**config.mk**
```make
export PLATFORM = sky130hd
export DESIGN_NAME = systolic_tile_ctrl
export DESIGN_NICKNAME = d
export VERILOG_FILES = /design/src/rtl/systolic_pkg.sv /design/src/rtl/tile_result_drain.sv /design/src/rtl/systolic_tile_ctrl.sv
export SDC_FILE = /design/constraint.sdc
export NUM_CORES = 2
export LEC_CHECK = 0
export BUFFER_PORTS_ARGS = -buffer_cell sky130_fd_sc_hd__buf_2
export CAP_MARGIN = 5
export CELL_PAD_IN_SITES_DETAIL_PLACEMENT = 2
export CELL_PAD_IN_SITES_GLOBAL_PLACEMENT = 2
export CORE_ASPECT_RATIO = 0.8
export CORE_MARGIN = 4
export CORE_UTILIZATION = 34
export CTS_CLUSTER_SIZE = 24
export DETAILED_ROUTE_END_ITERATION = 6
export PLACE_DENSITY = 0.88
export SETUP_SLACK_MARGIN = 0.3
export SYNTH_ARGS = -nofsm -noshare
export SYNTH_HDL_FRONTEND = slang
export SYNTH_SLANG_ARGS = --single-unit
```
**constraint.sdc**
```tcl
create_clock -name clk -period 3.5 [get_ports clk]
set_clock_uncertainty 0.1 [all_clocks]
set_input_delay 0.7 -clock clk [delete_from_list [all_inputs] [get_ports clk]]
set_output_delay 0.7 -clock clk [all_outputs]
set_load 0.02 [all_outputs]
```
**src/rtl/systolic_pkg.sv**
```systemverilog
// Shared defaults, controller state encoding and flat-bus offset helpers for the
// 4x4 systolic array and its tile controller.
package systolic_pkg;

  localparam int unsigned DEF_AW   = 8;
  localparam int unsigned DEF_BW   = 8;
  localparam int unsigned DEF_ACCW = 32;
  localparam int unsigned DEF_ROWS = 4;
  localparam int unsigned DEF_COLS = 4;
  localparam int unsigned DEF_K    = 4;
  localparam int unsigned DEF_TMO  = 64;

  typedef enum logic [2:0] {
    S_LOAD_A = 3'd0,
    S_LOAD_B = 3'd1,
    S_START  = 3'd2,
    S_WAIT   = 3'd3,
    S_DRAIN  = 3'd4
  } state_e;

  // Bit offset of element (row, col) of an ncols-wide matrix packed row-major at w bits each.
  function automatic int unsigned flat_off(input int unsigned row, input int unsigned col,
                                           input int unsigned ncols, input int unsigned w);
    return ((row * ncols) + col) * w;
  endfunction

  // Same offset addressed by the row-major linear element index.
  function automatic int unsigned lin_off(input int unsigned idx, input int unsigned w);
    return idx * w;
  endfunction

endpackage

```
**src/rtl/tile_result_drain.sv**
```systemverilog
// Captures the array's flat result bus and replays it as a row-major valid/ready word stream.
module tile_result_drain
  import systolic_pkg::*;
#(
  parameter int unsigned ACCW = DEF_ACCW,
  parameter int unsigned C_N  = DEF_ROWS * DEF_COLS
) (
  input  logic              clk,
  input  logic              rst_n,
  input  logic              i_capture,
  input  logic [C_N*ACCW-1:0] i_arr_c,
  input  logic              i_ready,
  output logic              o_valid,
  output logic [ACCW-1:0]   o_data,
  output logic              o_last,
  output logic              o_last_hs_c
);

  localparam int unsigned IDX_W = (C_N > 1) ? $clog2(C_N) : 1;

  logic [ACCW-1:0]  w_c_in  [C_N];
  logic [ACCW-1:0]  r_c_mem [C_N];
  logic [IDX_W-1:0] r_idx;
  logic [IDX_W-1:0] w_idx_inc;
  logic             r_valid;
  logic [ACCW-1:0]  r_data;
  logic             r_last;
  logic             w_hs;

  for (genvar g = 0; g < C_N; g++) begin : g_unpack_c
    assign w_c_in[g] = i_arr_c[lin_off(g, ACCW) +: ACCW];
  end

  assign w_hs      = r_valid && i_ready;
  assign w_idx_inc = r_idx + IDX_W'(1);

  // Word 0 is presented in the capture cycle so the stream starts right after done.
  always_ff @(posedge clk or negedge rst_n) begin
    if (!rst_n) begin
      r_c_mem <= '{default: '0};
      r_idx   <= '0;
      r_valid <= 1'b0;
      r_data  <= '0;
      r_last  <= 1'b0;
    end else if (i_capture) begin
      r_c_mem <= w_c_in;
      r_idx   <= '0;
      r_valid <= 1'b1;
      r_data  <= w_c_in[0];
      r_last  <= (C_N == 1);
    end else if (w_hs) begin
      if (r_last) begin
        r_valid <= 1'b0;
        r_last  <= 1'b0;
        r_data  <= '0;
      end else begin
        r_idx  <= w_idx_inc;
        r_data <= r_c_mem[w_idx_inc];
        r_last <= (w_idx_inc == IDX_W'(C_N - 1));
      end
    end
  end

  assign o_valid     = r_valid;
  assign o_data      = r_data;
  assign o_last      = r_last;
  assign o_last_hs_c = w_hs && r_last;

endmodule

```
**src/rtl/systolic_tile_ctrl.sv**
```systemverilog
// Tile initiator for the systolic array: loads A/B operands from a stream, starts the
// array, watches for done with a watchdog and drains the results as a stream.
module systolic_tile_ctrl
  import systolic_pkg::*;
#(
  parameter int unsigned AW   = DEF_AW,
  parameter int unsigned BW   = DEF_BW,
  parameter int unsigned ACCW = DEF_ACCW,
  parameter int unsigned ROWS = DEF_ROWS,
  parameter int unsigned COLS = DEF_COLS,
  parameter int unsigned K    = DEF_K,
  parameter int unsigned TMO  = DEF_TMO
) (
  input  logic                      clk,
  input  logic                      rst_n,
  input  logic                      in_valid,
  output logic                      in_ready,
  input  logic [AW-1:0]             in_data,
  output logic                      arr_start,
  output logic [ROWS*K*AW-1:0]      arr_A,
  output logic [K*COLS*BW-1:0]      arr_B,
  input  logic                      arr_done,
  input  logic [ROWS*COLS*ACCW-1:0] arr_C,
  output logic                      out_valid,
  input  logic                      out_ready,
  output logic [ACCW-1:0]           out_data,
  output logic                      out_last,
  output logic                      busy,
  output logic                      err_timeout
);

  localparam int unsigned A_N   = ROWS * K;
  localparam int unsigned B_N   = K * COLS;
  localparam int unsigned C_N   = ROWS * COLS;
  localparam int unsigned LD_N  = (A_N > B_N) ? A_N : B_N;
  localparam int unsigned IDX_W = (LD_N > 1) ? $clog2(LD_N) : 1;
  localparam int unsigned WD_W  = (TMO > 2) ? $clog2(TMO) : 1;

  state_e           r_state;
  state_e           w_state_nxt;
  logic [IDX_W-1:0] r_idx;
  logic [IDX_W-1:0] w_idx_nxt;
  logic [WD_W-1:0]  r_wd_cnt;
  logic [WD_W-1:0]  w_wd_nxt;
  logic             r_err;
  logic             w_err_nxt;
  logic             r_in_ready;
  logic             w_in_ready_nxt;
  logic             r_arr_start;
  logic             w_arr_start_nxt;
  logic             r_busy;
  logic             w_busy_nxt;
  logic             w_capture;
  logic             w_in_hs;
  logic             w_a_we;
  logic             w_b_we;
  logic             w_last_hs_c;

  logic [AW-1:0]    r_a_mem [A_N];
  logic [BW-1:0]    r_b_mem [B_N];

  assign w_in_hs = in_valid && r_in_ready;
  assign w_a_we  = w_in_hs && (r_state == S_LOAD_A);
  assign w_b_we  = w_in_hs && (r_state == S_LOAD_B);

  // Next-state, counters and next registered outputs.
  always_comb begin
    w_state_nxt = r_state;
    w_idx_nxt   = r_idx;
    w_wd_nxt    = r_wd_cnt;
    w_err_nxt   = r_err;
    w_capture   = 1'b0;

    // Any accepted operand word acknowledges a previous timeout.
    if (w_in_hs) w_err_nxt = 1'b0;

    unique case (r_state)
      S_LOAD_A: begin
        if (w_in_hs) begin
          if (r_idx == IDX_W'(A_N - 1)) begin
            w_idx_nxt   = '0;
            w_state_nxt = S_LOAD_B;
          end else begin
            w_idx_nxt = r_idx + IDX_W'(1);
          end
        end
      end
      S_LOAD_B: begin
        if (w_in_hs) begin
          if (r_idx == IDX_W'(B_N - 1)) begin
            w_idx_nxt   = '0;
            w_state_nxt = S_START;
          end else begin
            w_idx_nxt = r_idx + IDX_W'(1);
          end
        end
      end
      S_START: begin
        w_wd_nxt    = '0;
        w_state_nxt = S_WAIT;
      end
      S_WAIT: begin
        // Done has priority over a coincident watchdog expiry.
        if (arr_done) begin
          w_capture   = 1'b1;
          w_state_nxt = S_DRAIN;
        end else if (r_wd_cnt == WD_W'(TMO - 2)) begin
          w_err_nxt   = 1'b1;
          w_state_nxt = S_LOAD_A;
        end else begin
          w_wd_nxt = r_wd_cnt + WD_W'(1);
        end
      end
      S_DRAIN: begin
        if (w_last_hs_c) w_state_nxt = S_LOAD_A;
      end
      default: begin
        w_idx_nxt   = '0;
        w_state_nxt = S_LOAD_A;
      end
    endcase

    w_in_ready_nxt  = (w_state_nxt == S_LOAD_A) || (w_state_nxt == S_LOAD_B);
    w_arr_start_nxt = (w_state_nxt == S_START);
    w_busy_nxt      = (w_state_nxt == S_START) || (w_state_nxt == S_WAIT) ||
                      (w_state_nxt == S_DRAIN);
  end

  always_ff @(posedge clk or negedge rst_n) begin
    if (!rst_n) begin
      r_state     <= S_LOAD_A;
      r_idx       <= '0;
      r_wd_cnt    <= '0;
      r_err       <= 1'b0;
      r_in_ready  <= 1'b0;
      r_arr_start <= 1'b0;
      r_busy      <= 1'b0;
    end else begin
      r_state     <= w_state_nxt;
      r_idx       <= w_idx_nxt;
      r_wd_cnt    <= w_wd_nxt;
      r_err       <= w_err_nxt;
      r_in_ready  <= w_in_ready_nxt;
      r_arr_start <= w_arr_start_nxt;
      r_busy      <= w_busy_nxt;
    end
  end

  // Operand tile storage; written only on operand handshakes.
  always_ff @(posedge clk or negedge rst_n) begin
    if (!rst_n) begin
      r_a_mem <= '{default: '0};
      r_b_mem <= '{default: '0};
    end else begin
      if (w_a_we) r_a_mem[r_idx] <= in_data;
      if (w_b_we) r_b_mem[r_idx] <= in_data[BW-1:0];
    end
  end

  for (genvar g = 0; g < A_N; g++) begin : g_pack_a
    assign arr_A[lin_off(g, AW) +: AW] = r_a_mem[g];
  end

  for (genvar g = 0; g < B_N; g++) begin : g_pack_b
    assign arr_B[lin_off(g, BW) +: BW] = r_b_mem[g];
  end

  tile_result_drain #(
    .ACCW (ACCW),
    .C_N  (C_N)
  ) u_drain (
    .clk         (clk),
    .rst_n       (rst_n),
    .i_capture   (w_capture),
    .i_arr_c     (arr_C),
    .i_ready     (out_ready),
    .o_valid     (out_valid),
    .o_data      (out_data),
    .o_last      (out_last),
    .o_last_hs_c (w_last_hs_c)
  );

  assign in_ready    = r_in_ready;
  assign arr_start   = r_arr_start;
  assign busy        = r_busy;
  assign err_timeout = r_err;

endmodule
```
==> results.txt <==
----------------------------------------------------
[Critical path]
  R2R depth ... 5
  Setup CP Type ... register to register
  Setup crit start ... r_state[0]
  Setup slack of the most critical reg-to-reg path ... 0.36 ns
  Crit path DAT ... about 3.6 ns
  Category of the worst setup path launch point ... register
  Cells traversed along the worst timing path ... inv_2 -> nor2_1 -> nand3_1 -> nor3_4 -> mux2_2
  Origin of the critical flop-to-flop path ... r_state[0]
  Critical Path Fanout Max ... 11
  Worst R2R End ... arr_B[1]
  Endpoint required time on the critical path ... 3.91 ns
  Delay of the slowest cell on the worst path ... 0.72 ns
  Worst path slowest cell ... sky130_fd_sc_hd__dfrtp_1
  Kind of end point of the critical path ... register

[GRT]
  Total GRT Usage ... between 20 and 30%
  Initial antenna violation count ... 51
  Leftover overflow at the end of global routing ... 0
  Wire length of the first global-routing pass ... around 240000 µm
  Maximum number of pins on one net before global-route repair ... 103
  Via count of the first global-routing pass ... 34400

[Placement]
  Post-placement cell area ... slightly above 40000 µm²
  Sum of net half-perimeters after detailed placement ... 113000 µm
  Cells after DPL ... about 5400
  Input/output buffers ... about 800
  Weighted congestion at the end of routability-driven global placement ... 0.831
  Worst setup timing slack at the placement stage ... 0.436 ns

[Routing]
  Violation count after the first detailed-route iteration ... 1882
  Routed via count divided by cell count ... about 5.3
  Antenna viol nets, final ... 0
  Residual DRC count ... 0
  Drt wl/cell ... 29.7 µm
  Total wire length after detailed routing ... 166000 µm
  Pre-antenna DRT Iters ... 5
  Via count of the routed design ... a little under 30000

[CTS]
  Clock slew seen by the registers of the worst setup and hold paths ... ~0.07 ns
  Number of buffers added by the clock tree synthesis step ... 90
  Master cell of the clock root buffer ... sky130_fd_sc_hd__clkbuf_16
  CTS tree ... built
  Clock tree sinks ... 823
  Clk Latency, worst-skew pair ... just under 0.7 ns
  Number of H-tree levels ... 3
  Maximum clock path buffer count ... 3

[Power and ir drop]
  Maximum VDD drop ... ~800 µV
  Pwr dens ... about 1000 nW/µm²
  Leak Pwr ... 23.3 nW

[Timing]
  Finish-stage setup viols ... 0
  Setup total negative slack ... 0 ns
  Slew Viols, Final ... 0
  Fin. Hold Viols ... 0
  Slew at the pin with the worst max-slew slack ... 0.934 ns
  FMAX ... 318 MHz
  Shortest period the worst path allows ... around 3.1 ns
  Setup repair after global routing missed its margin ... false
  Crit path setup slack, layout ... 0.358 ns
  Relative slew slack ... 37.7%
  Share of the clock period used by the worst path ... 89.8%

[Hold path]
  HP Start ... arr_C[156]
  Type of the most critical hold path ... input port to register
  End point of the worst hold path ... u_drain.r_c_mem[380]
  Cells on Worst Hold Path ... 3

[Yosys]
  Cell area after synthesis ... 35600 µm²
  Gate Count Post-Synth ... 3324
  Seq/Total Area, Yosys ... 57.8%
  Cell taking the most area after synthesis ... sky130_fd_sc_hd__dfrtp_1
  Warnings from Yosys ... 0
  Cell variety after synth ... 43
  Dominant cell by count in the synthesized netlist ... sky130_fd_sc_hd__nand2_1
  Syn nets ... 3857
  Flip-flop cell with the highest count after synthesis ... sky130_fd_sc_hd__dfrtp_1
  Total of flip-flops plus latches after synthesis ... between 800 and 900
  Top cell type's share of synthesized area ... 57.8%
  Top cells by count, synth ... sky130_fd_sc_hd__nand2_1 (1587), sky130_fd_sc_hd__dfrtp_1 (823), sky130_fd_sc_hd__mux2_2 (267), sky130_fd_sc_hd__mux4_2 (128), sky130_fd_sc_hd__clkbuf_1 (97)
  Cell types with the largest area share after synthesis ... sky130_fd_sc_hd__dfrtp_1 (58%), sky130_fd_sc_hd__nand2_1 (17%), sky130_fd_sc_hd__mux2_2 (8.4%), sky130_fd_sc_hd__mux4_2 (8.1%), sky130_fd_sc_hd__clkbuf_1 (1.0%)
  Number of synthesized flops with an enable pin ... 0
  Average size of a mapped cell ... between 10 and 15 µm²
  FFs w/ async S/R, synth ... 100%

[Die]
  DIE WIDTH ... 370 µm
  Die ar. ... 110000 µm²
  Top Ports ... about 820
  Core Box Area ... about 100000 µm²
  Starting utilization of the core area ... between 30% and 40%
  Chip height ... 297 µm
  Total number of placement rows ... 105

[Run status]
  Run status ... complete, no violations

[Layout]
  Synthesis-to-finish area growth ... 24.9%
  Post-route cell area ... 44500 µm²
  Post-route insts no fill ... ~5600
  Ratio of cells with drive above 1 in the final layout ... between 30% and 40%
  NumNets Final ... between 4000 and 5000

[Job]
  Max-Cap Viols ... 0

----------------------------------------------------
==> worst max-delay path by stage <==
stage	endpoint	slack (ns)	cells past startpoint
floorplan	u_drain.o_data[24]	0.73	11
global placement	arr_B[69]	0.79	6
detailed placement	arr_A[75]	0.44	4
CTS	arr_A[107]	0.41	4
global route	arr_B[1]	0.36	5
finish	arr_B[1]	0.36	5
==> state kept, by name (all words and copies together), names as in the netlist, 3 cells and up <==
register	cells
u_drain.r_c_mem	512
arr_A	128
arr_B	128
u_drain.o_data	32
r_wd_cnt	6
r_idx	4
u_drain.r_idx	4
r_state	3
==> placed cells by master, fill, tap and decap left out, types with 3 or more instances in the layout <==
master	count
sky130_fd_sc_hd__bufinv_16	8
sky130_fd_sc_hd__a21oi_1	68
sky130_fd_sc_hd__mux4_2	128
sky130_fd_sc_hd__dfrtp_1	822
sky130_fd_sc_hd__inv_6	3
sky130_fd_sc_hd__clkinv_4	3
sky130_fd_sc_hd__clkbuf_1	22
sky130_fd_sc_hd__mux2_1	20
sky130_fd_sc_hd__nor2_1	49
sky130_fd_sc_hd__o211ai_1	8
sky130_fd_sc_hd__buf_4	24
sky130_fd_sc_hd__nand4_1	4
sky130_fd_sc_hd__ha_1	7
sky130_fd_sc_hd__nor2b_1	3
sky130_fd_sc_hd__mux2_2	267
sky130_fd_sc_hd__nor3_4	6
sky130_fd_sc_hd__clkbuf_16	90
sky130_fd_sc_hd__buf_2	817
sky130_fd_sc_hd__clkbuf_8	18
sky130_fd_sc_hd__nor2_2	24
sky130_fd_sc_hd__o21ai_0	10
sky130_fd_sc_hd__xnor2_1	6
sky130_fd_sc_hd__inv_1	5
sky130_fd_sc_hd__nand2_1	1587
sky130_fd_sc_hd__nand3_1	13
sky130_fd_sc_hd__mux2i_1	33
sky130_fd_sc_hd__nor3_1	6
sky130_fd_sc_hd__buf_12	26
sky130_fd_sc_hd__diode_2	35
sky130_fd_sc_hd__o211ai_2	23
sky130_fd_sc_hd__nand2b_1	4
sky130_fd_sc_hd__clkinv_2	12
==> layout make-up <==
type                       count  area [µm²]
timing repair buffer         869        4810
antenna                       35        87.6
clock buffer                 130        2580
fill                       10800       58800
clock inverter                33         480
sequential                   823       20600
multi-input combinational   2291       14100
tap                         1391        1740
inverter                       6        22.5
==> power breakdown <==
| group | leakage, nW | internal, W | switching (W) |
|---|---|---|---|
| combinational | 11.2 | 0.00748 | 0.0112 |
| clock | 1.50 | 0.00577 | 0.00442 |
| sequential | 10.6 | 0.0140 | 0.00356 |
==> worst max-delay path: cells and delay by family, from the launching register on <==
family | cells | cell delay, ns
buffers and inverters | 1 | 0.21
flip-flops | 1 | 0.72
AND/OR/NAND/NOR | 3 | 1.54
multiplexers | 1 | 0.44
==> routing by layer <==
metal  vias to the layer above  track usage, %  part of all wire, %
met5                         -               0                 0.12
met4                        30            19.6                  7.5
met3                       521            6.34                  5.5
met2                      1130            51.6                   51
met1                     15600            32.1                   36
li1                      12400               -                    -
==> timing repair <==
action	CTS	global route
setup endpoints to repair	0	13
gates resized for setup	0	1
hold endpoints to repair	35	0
hold buffers	1	0
buffers inserted	0	0
==> stage by stage <==
step	utilization [%]	total power [W]	hold slack, ns
2_1_floorplan	-	0.0276	0.304
3_3_place_gp	40.0	0.0337	0.352
3_5_place_dp	40.0	0.0354	0.358
4_1_cts	43.0	0.0467	0.0822
5_1_grt	43.0	0.0485	0.104
6_report	43.1	0.0464	0.120
==> kinds of logic after synthesis <==
family | Yosys count | synth area share (%)
simple gates | 1707 | 18.6
flops | 823 | 57.8
mux | 448 | 18.1
buf+inv | 210 | 2.66
compound gates | 119 | 2.32
xor+xnor | 9 | 0.221
fa+ha+maj | 8 | 0.281
No activity file was read; power rests on OpenSTA's default activity.
